**src/rtl/fmap_bram_writer.sv**
```systemverilog
// fmap_bram_writer
//   Write-side endpoint for a 64-bit feature-map BRAM port. Packs a
//   valid/ready stream of DATA_W-bit activations into WORD_W-bit words
//   (lane 0 = first sample) and writes them to consecutive addresses starting
//   at a programmed base address. A final partial word is zero-filled.
//
// Ports
//   clk          core clock
//   rst          asynchronous, active-low reset
//   start        1-cycle job start, honoured only when idle
//   base_addr    first word address of the job
//   num_samples  number of activations in the job (0 is legal)
//   s_valid      input sample valid
//   s_data       input sample
//   s_ready      writer accepts a sample (high for the whole RUN state)
//   bram_we      BRAM write enable, one cycle per packed word
//   bram_addr    BRAM word address (holds when bram_we=0)
//   bram_din     BRAM write data (holds when bram_we=0)
//   busy         job in progress (RUN or DRAIN)
//   done         1-cycle job-complete pulse
//   addr_wrap    sticky flag: write address wrapped past the top of memory
module fmap_bram_writer #(
  parameter int DATA_W = 8,
  parameter int WORD_W = 64,
  parameter int ADDR_W = 12,
  parameter int CNT_W  = 16
) (
  input  logic              clk,
  input  logic              rst,
  input  logic              start,
  input  logic [ADDR_W-1:0] base_addr,
  input  logic [CNT_W-1:0]  num_samples,
  input  logic              s_valid,
  input  logic [DATA_W-1:0] s_data,
  output logic              s_ready,
  output logic              bram_we,
  output logic [ADDR_W-1:0] bram_addr,
  output logic [WORD_W-1:0] bram_din,
  output logic              busy,
  output logic              done,
  output logic              addr_wrap
);

  localparam int LANES  = WORD_W / DATA_W;
  localparam int LANE_W = (LANES > 1) ? $clog2(LANES) : 1;

  localparam logic [1:0] S_IDLE  = 2'd0;
  localparam logic [1:0] S_RUN   = 2'd1;
  localparam logic [1:0] S_DRAIN = 2'd2;
  localparam logic [1:0] S_DONE  = 2'd3;

  logic [1:0]        state_reg;
  logic [ADDR_W-1:0] waddr_reg;
  logic [CNT_W-1:0]  remain_reg;
  logic [LANE_W-1:0] lane_reg;
  logic [WORD_W-1:0] word_reg;
  logic              we_reg;
  logic [ADDR_W-1:0] addr_reg;
  logic [WORD_W-1:0] din_reg;
  logic              wrap_reg;

  logic              hs;
  logic              last_sample;
  logic              emit;
  logic [WORD_W-1:0] packed_word;

  assign hs          = s_valid && (state_reg == S_RUN);
  assign last_sample = hs && (remain_reg == CNT_W'(1));
  // A word is written when its last lane fills or the job runs out of samples.
  assign emit        = hs && ((lane_reg == LANE_W'(LANES - 1)) || last_sample);

  // The partial word with the incoming sample merged into the current lane;
  // this is what gets stored or written on a handshake.
  genvar gi;
  generate
    for (gi = 0; gi < LANES; gi++) begin : g_lane
      assign packed_word[gi*DATA_W +: DATA_W] =
        (lane_reg == LANE_W'(gi)) ? s_data : word_reg[gi*DATA_W +: DATA_W];
    end
  endgenerate

  always_ff @(posedge clk or negedge rst) begin
    if (!rst) begin
      state_reg  <= S_IDLE;
      waddr_reg  <= '0;
      remain_reg <= '0;
      lane_reg   <= '0;
      word_reg   <= '0;
      we_reg     <= 1'b0;
      addr_reg   <= '0;
      din_reg    <= '0;
      wrap_reg   <= 1'b0;
    end else begin
      we_reg <= 1'b0;
      case (state_reg)
        S_IDLE: begin
          if (start) begin
            waddr_reg  <= base_addr;
            remain_reg <= num_samples;
            lane_reg   <= '0;
            word_reg   <= '0;
            wrap_reg   <= 1'b0;
            state_reg  <= (num_samples == '0) ? S_DONE : S_RUN;
          end
        end
        S_RUN: begin
          if (hs) begin
            remain_reg <= remain_reg - 1'b1;
            if (emit) begin
              we_reg    <= 1'b1;
              addr_reg  <= waddr_reg;
              din_reg   <= packed_word;
              waddr_reg <= waddr_reg + 1'b1;
              if (waddr_reg == '1) wrap_reg <= 1'b1;
              // Clearing here is what zero-fills the lanes of a short final word.
              word_reg  <= '0;
              lane_reg  <= '0;
            end else begin
              word_reg  <= packed_word;
              lane_reg  <= lane_reg + 1'b1;
            end
            if (last_sample) state_reg <= S_DRAIN;
          end
        end
        S_DRAIN: state_reg <= S_DONE;
        default: state_reg <= S_IDLE;
      endcase
    end
  end

  // Ready depends only on state: the write path is registered, so the writer
  // can take one sample every cycle for the whole job.
  assign s_ready   = (state_reg == S_RUN);
  assign busy      = (state_reg == S_RUN) || (state_reg == S_DRAIN);
  assign done      = (state_reg == S_DONE);
  assign bram_we   = we_reg;
  assign bram_addr = addr_reg;
  assign bram_din  = din_reg;
  assign addr_wrap = wrap_reg;

endmodule

```
**config.mk**
```make
export PLATFORM = sky130hd
export DESIGN_NAME = fmap_bram_writer
export DESIGN_NICKNAME = d
export VERILOG_FILES = /design/src/rtl/fmap_bram_writer.sv
export SDC_FILE = /design/constraint.sdc
export NUM_CORES = 1
export LEC_CHECK = 0
export CAP_MARGIN = 30
export CORE_ASPECT_RATIO = 1.75
export CORE_MARGIN = 1
export CORE_UTILIZATION = 33
export CTS_CLUSTER_DIAMETER = 60
export DETAILED_ROUTE_END_ITERATION = 10
export PLACE_DENSITY = 0.62
export SYNTH_ARGS = -nofsm -noshare
export SYNTH_HDL_FRONTEND = slang
export SYNTH_SLANG_ARGS = --single-unit
```
**constraint.sdc**
```tcl
create_clock -name clk -period 2.2 [get_ports clk]
set_input_delay 0.44 -clock clk [delete_from_list [all_inputs] [get_ports clk]]
set_output_delay 0.44 -clock clk [all_outputs]
set_load 0.03 [all_outputs]
```
==> impl_metrics.tcl, run 1 <==
set metrics [dict create \
    status "finished, violations left" \
    violations "hold timing, setup timing" \
    post-place-ws_ps -275.3 \
    regToRegSetupSlack_ps -240 \
    slew_headroom_pct 58.91 \
    critical_path.max_fanout 7 \
    wl_per_cell_um 18.49 \
    synth_warnings 0 \
    reg2reg_depth 7 \
    maxCapViolations 0 \
    num_io_pins 121 \
    grt_pass1_vias 6549 \
    synth_top_flop_cell "dfrtp_1" \
    drtAntennaViolNets 0 \
    grt_usage_pct 18.48 \
    avgSynthCellArea_sq_um 10.81 \
    path_depth 7 \
    cts_tree "built" \
    p_total_uw 11680 \
    net-switching-power_uw 4032 \
    netlist_instances 736 \
    vdd_drop_max_mv 0.7530 \
    grt-ovfl-total 0 \
    synth_top_area_share_pct 55.04 \
    dieArea_sq_um 24760 \
    antenna_cells 0 \
    arrival_ps 2750 \
    htree_levels 4 \
    skew_ps 7.954 \
    finalSetupTns_ps -20430 \
    synth-edff-count 0 \
    clock-sinks 175 \
    r2r-start "remain_reg[5]" \
    areaGrowthSynthToFinish_pct 43.31 \
    first_iter_violations 501 \
    reg2reg_to "bram_addr[7]" \
    routed_wirelength_um 22980 \
    final_nets 980 \
    p_leak_uw 0.005248 \
    fin_crit_ps 2441 \
    pwr-share-clk_pct 29.3 \
    hold_viol 1 \
    die_w_um 119.4 \
    combPwrFrac_pct 36.1 \
    cts_buffer_depth 2 \
    io_buffers 120 \
    drive_gt1_share_pct 23.11 \
    yosysMostFrequentCell "dfrtp_1" \
    crit_chain "or3_4, or4_4, buf_6, o31ai_4, buf_6, buf_16, mux2_4" \
    synth_common_cells "175 x dfrtp_1, 90 x nor2_1, 89 x a21oi_1" \
    antenna_found_initial 0 \
    instances_no_fill 1243 \
    netlist_area_sq_um 7956 \
    grt_max_degree 63 \
    max_stage_delay_ps 530 \
    timing.fmax_mhz 409.6 \
    dr.pass1.iters 5 \
    rows 74 \
    finalCritPeriodShare_pct 111.0 \
    via_per_inst 5.233 \
    endpoint "bram_addr[7]" \
    cp_top_family "simple AND/OR/NAND/NOR gates" \
    worst_slack_ps -241.5 \
    seqPwrFrac_pct 34.6 \
    pwr_density_cell_nw_per_um2 1025 \
    synth_cell_types 52 \
    yosysTopAreaCell "dfrtp_1" \
    start_util_pct 33.83 \
    clkTransAtPathRegs_ps 70 \
    post-dp-hpwl_um 15590 \
    startpoint "remain_reg[5]" \
    startpoint_type "flop" \
    numCtsBuffers 17 \
    drc 0 \
    grt_pass1_wl_um 35470 \
    clock_latency_ps 430 \
    cts_root_buf "clkbuf_16" \
    die_y_um 207.4 \
    tightest_slew_ps 616.3 \
    path_buf_inv 3 \
    place.gp.congestion 0.8106 \
    slew_violations 0 \
    crit_required_ps 2510 \
    yosysSeqAreaShare_pct 55.04 \
    synth_nets 789 \
    synthTopCellsByArea "dfrtp_1 55%, mux2i_1 9.2%, a22o_1 6.3%" \
    end_kind "flop" \
    intPower_uw 7652 \
    setup_violations 146 \
    whs_ps -2.214 \
    place_inst 1201 \
    crit_type "flop to flop" \
    hold_buffers 0 \
    cpMaxStageDelayCell "or4_4" \
    grt_setup_unrepaired "true" \
    vias 6504 \
    min_path_type "input port to async pin" \
    crit_top_cell "buf_6" \
    ys_ff_latch 175 \
    swShare_pct 34.51 \
    placeableCoreArea_sq_um 23520 \
    async_flop_share_pct 100.0 \
]
[stage by stage]
stage	area (sq um)	hold slack [ps]	utilization (%)
global route	11400	55.33	48.48
detailed placement	10140	469.9	43.10
floorplan	7985	144.4	-
global placement	10140	468.0	43.10
CTS	10940	15.99	46.53
finish	11400	-2.214	48.48
[power by group through the flow]
stage	logic (uW)	registers [uW]	clock network (uW)
finish	4210	4050	3420
global route	4610	4100	3600
CTS	4180	4030	3470
detailed placement	4090	4070	0
global placement	4050	4070	0
floorplan	2370	4060	0
[per-layer routing]
| metal | GRT usage (%) | share of wire [%] | vias to the layer above |
|---|---|---|---|
| met4 | 7.845 | 2.6 | 0 |
| met3 | 2.830 | 3.0 | 36 |
| li1 | - | - | 3066 |
| met5 | 0 | 0 | - |
| met2 | 33.12 | 54 | 147 |
| met1 | 21.65 | 40 | 3255 |
[cells in the final DEF (no fill, tap or decap), types with 21 or more instances in the layout]
| cell | Yosys | routed |
|---|---|---|
| nor2_1 | 90 | 54 |
| clkbuf_16 | 0 | 21 |
| a22o_1 | 57 | 57 |
| nor2_4 | 0 | 24 |
| mux2i_1 | 73 | 73 |
| nand2_1 | 29 | 29 |
| clkdlybuf4s50_1 | 0 | 116 |
| a21oi_2 | 0 | 26 |
| a21oi_1 | 89 | 63 |
| dfrtp_1 | 175 | 175 |
| buf_4 | 2 | 69 |
[logic make-up (layout without fill, tap and decap cells)]
group | Yosys count | in the layout | synth area share, %
compound gates | 206 | 206 | 17.31
simple gates | 195 | 195 | 11.45
fa+ha+maj | 13 | 13 | 2.044
flops | 175 | 175 | 55.04
mux | 86 | 86 | 11.02
buf+inv | 61 | 264 | 3.129
[final cells by class]
class / count / area, sq um
Clock buffer: 21 / 450.4
Clock inverter: 10 / 210.2
Fill cell: 2140 / 12120
Inverter: 20 / 75.07
Multi-Input combinational cell: 500 / 3717
Sequential cell: 175 / 4379
Tap cell: 304 / 380.4
Timing Repair Buffer: 213 / 2190
[what timing repair did]
item / CTS / global route
setup endpoints to repair: 157 / 158
endpoints found under the hold margin: 0 / 0
resized for setup: 24 / 96
gates cloned: 2 / 5
pin swaps: 3 / 1
buffers inserted: 3 / 1
[worst min-delay path by stage]
| stage | from | end | slack (ps) |
|---|---|---|---|
| after floorplan | rst | addr_wrap | 140 |
| after global placement | rst | bram_we | 470 |
| after detailed placement | rst | bram_we | 470 |
| after CTS | rst | bram_we | 20 |
| after global routing | rst | bram_we | 60 |
| final | rst | bram_we | -2 |
Power figures use the tool's default switching activity.
==> run 2: changes to the inputs <==
- CORE_UTILIZATION: 33 -> 45
- PLACE_DENSITY: 0.62 -> 0.78
==> run 2 against run 1 <==
The flow finishes with violations (setup timing). Clock skew is 2.6 ps higher. Combinational power grew 1%. Design area fell by 5.0%. Power down 5.0%. Hold slack improved by 490 ps. Fmax up 4.2%. Critical endpoint is now bram_din[27]. Largest cell class unchanged. Highest routed layer unchanged.
==> impl_metrics.tcl, run 2 (synthesis gave the netlist of run 1 again) <==
set metrics [dict create \
    dieArea_sq_um 18240 \
    first_iter_violations 344 \
    instances_no_fill 1168 \
    path_depth 7 \
    reg2reg_depth 7 \
    crit_type "flop to flop" \
    areaGrowthSynthToFinish_pct 36.09 \
    cp_top_family "simple AND/OR/NAND/NOR gates" \
    critical_path.max_fanout 15 \
    drive_gt1_share_pct 17.72 \
    io_buffers 120 \
    finalSetupTns_ps -9198 \
    fin_crit_ps 2342 \
    start_util_pct 45.79 \
    worst_slack_ps -142.1 \
    cts_root_buf "clkbuf_16" \
    maxCapViolations 0 \
    slew_violations 0 \
    antenna_cells 0 \
    place.gp.congestion 0.8980 \
    numCtsBuffers 17 \
    antenna_found_initial 0 \
    via_per_inst 5.635 \
    vias 6582 \
    wl_met3_um 760 \
    setup_violations 104 \
    post-dp-hpwl_um 14820 \
    timing.fmax_mhz 427.0 \
    tightest_slew_ps 632.5 \
    violations "setup timing" \
    status "finished, violations left" \
    grt_pass1_vias 6706 \
    drt-met1-wl_um 8646 \
    regToRegSetupSlack_ps -140 \
    dr.pass1.iters 7 \
    die_w_um 102.5 \
    final_nets 979 \
    final_cell_mix "175 x dfrtp_1, 116 x clkdlybuf4s50_1, 86 x a21oi_1, 83 x nor2_1, 74 x buf_4" \
    clock-sinks 175 \
    vdd_drop_max_mv 0.5842 \
    arrival_ps 2640 \
    top_layer_used "met4" \
    post-place-ws_ps -280.0 \
    drc 0 \
    die_y_um 177.9 \
    cts_buffer_depth 2 \
    clock_latency_ps 420 \
    skew_ps 10.58 \
    cts_tree "built" \
    fillers 1413 \
    htree_levels 4 \
    startpoint "remain_reg[14]" \
    max_stage_delay_ps 580 \
    slew_headroom_pct 57.68 \
    path_buf_inv 3 \
    grt_pass1_wl_um 33970 \
    rows 64 \
    startpoint_type "flop" \
    placeableCoreArea_sq_um 17380 \
    wl_per_cell_um 18.44 \
    crit_required_ps 2500 \
    drtAntennaViolNets 0 \
    endpoint "bram_din[27]" \
    pwr_density_cell_nw_per_um2 1025 \
    finalCritPeriodShare_pct 106.5 \
    clkTransAtPathRegs_ps 70 \
    grt-ovfl-total 0 \
    p_leak_uw 0.005094 \
    cpMaxStageDelayCell "or4_4" \
    grt_usage_pct 24.51 \
    place_inst 1133 \
    grt_setup_unrepaired "true" \
    end_kind "flop" \
    hold_viol 0 \
    final_common_cell "dfrtp_1" \
    grt_max_degree 47 \
    route.met2.wl_um 11450 \
    crit_chain "or3_4, or4_4, o31ai_4, buf_6, buf_12, buf_16, a21oi_1" \
    num_io_pins 121 \
    r2r-start "remain_reg[14]" \
    min_path_type "flop to flop" \
    routed_wirelength_um 21540 \
    reg2reg_to "bram_din[27]" \
]
run 2: layout make-up:
cell class              instances  area [sq um]  share of cell area (%)
flip-flops and latches        175          4379                   40.44
clock inverters                10         80.08                  0.7395
multi-input cells             501          3480                   32.14
clock buffers                  20         456.7                   4.218
repair buffers                211          2068                   19.10
inverters                      20         75.07                  0.6933
well taps                     231         289.0                   2.669
run 2: metal layers:
metal,up-vias,GRT usage [%]
met2,201,43.00
met4,0,11.85
met1,3269,28.78
li1,3064,-
met5,-,0
met3,48,3.466
run 2: worst reg2reg max path: stages, from the launching register on:
cell and delay [ps]:
dfrtp_1 380, or3_4 390, or4_4 580, o31ai_4 280, buf_6 250, buf_12 140
buf_16 130, a21oi_1 80
run 2: per-stage QoR:
| step | utilization (%) | total power, uW | hold WS, ps | area [sq um] |
|---|---|---|---|---|
| floorplan | - | 6425 | 144.4 | 7985 |
| global placement | 57.86 | 7989 | 423.7 | 10050 |
| detailed placement | 57.86 | 8082 | 433.5 | 10050 |
| CTS | 61.79 | 11030 | 490.4 | 10740 |
| global route | 62.31 | 11730 | 510.7 | 10830 |
| finish | 62.31 | 11100 | 492.8 | 10830 |
run 2: timing repair:
action,in CTS,in global routing
pin swaps,13,4
hold buffers,1,0
cloned,2,1
endpoints found under the hold margin,42,0
buffers inserted,1,0
endpoints found under the setup margin,157,159
gates resized for setup,21,19
run 2: worst min path at each step:
stage | endpoint | cells past startpoint | slack [ps] | from
floorplan | addr_wrap | 0 | 140 | rst
global placement | bram_din[15] | 1 | 420 | rst
detailed placement | bram_din[15] | 1 | 430 | rst
CTS | word_reg[62] | 1 | 490 | word_reg[62]
global route | word_reg[61] | 1 | 510 | word_reg[61]
finish | word_reg[63] | 1 | 490 | word_reg[63]
run 2: where the power goes:
group | switching (uW) | internal (uW) | total (uW)
Combinational | 2390 | 1860 | 4250
Clock | 1290 | 1510 | 2800
Sequential | 393 | 3650 | 4050
==> run 3: changes to the inputs <==
- CAP_MARGIN: 30 -> 20
==> results of run 3 <==
Same layout as run 2: the final DEF is identical, and so are final timing and power.
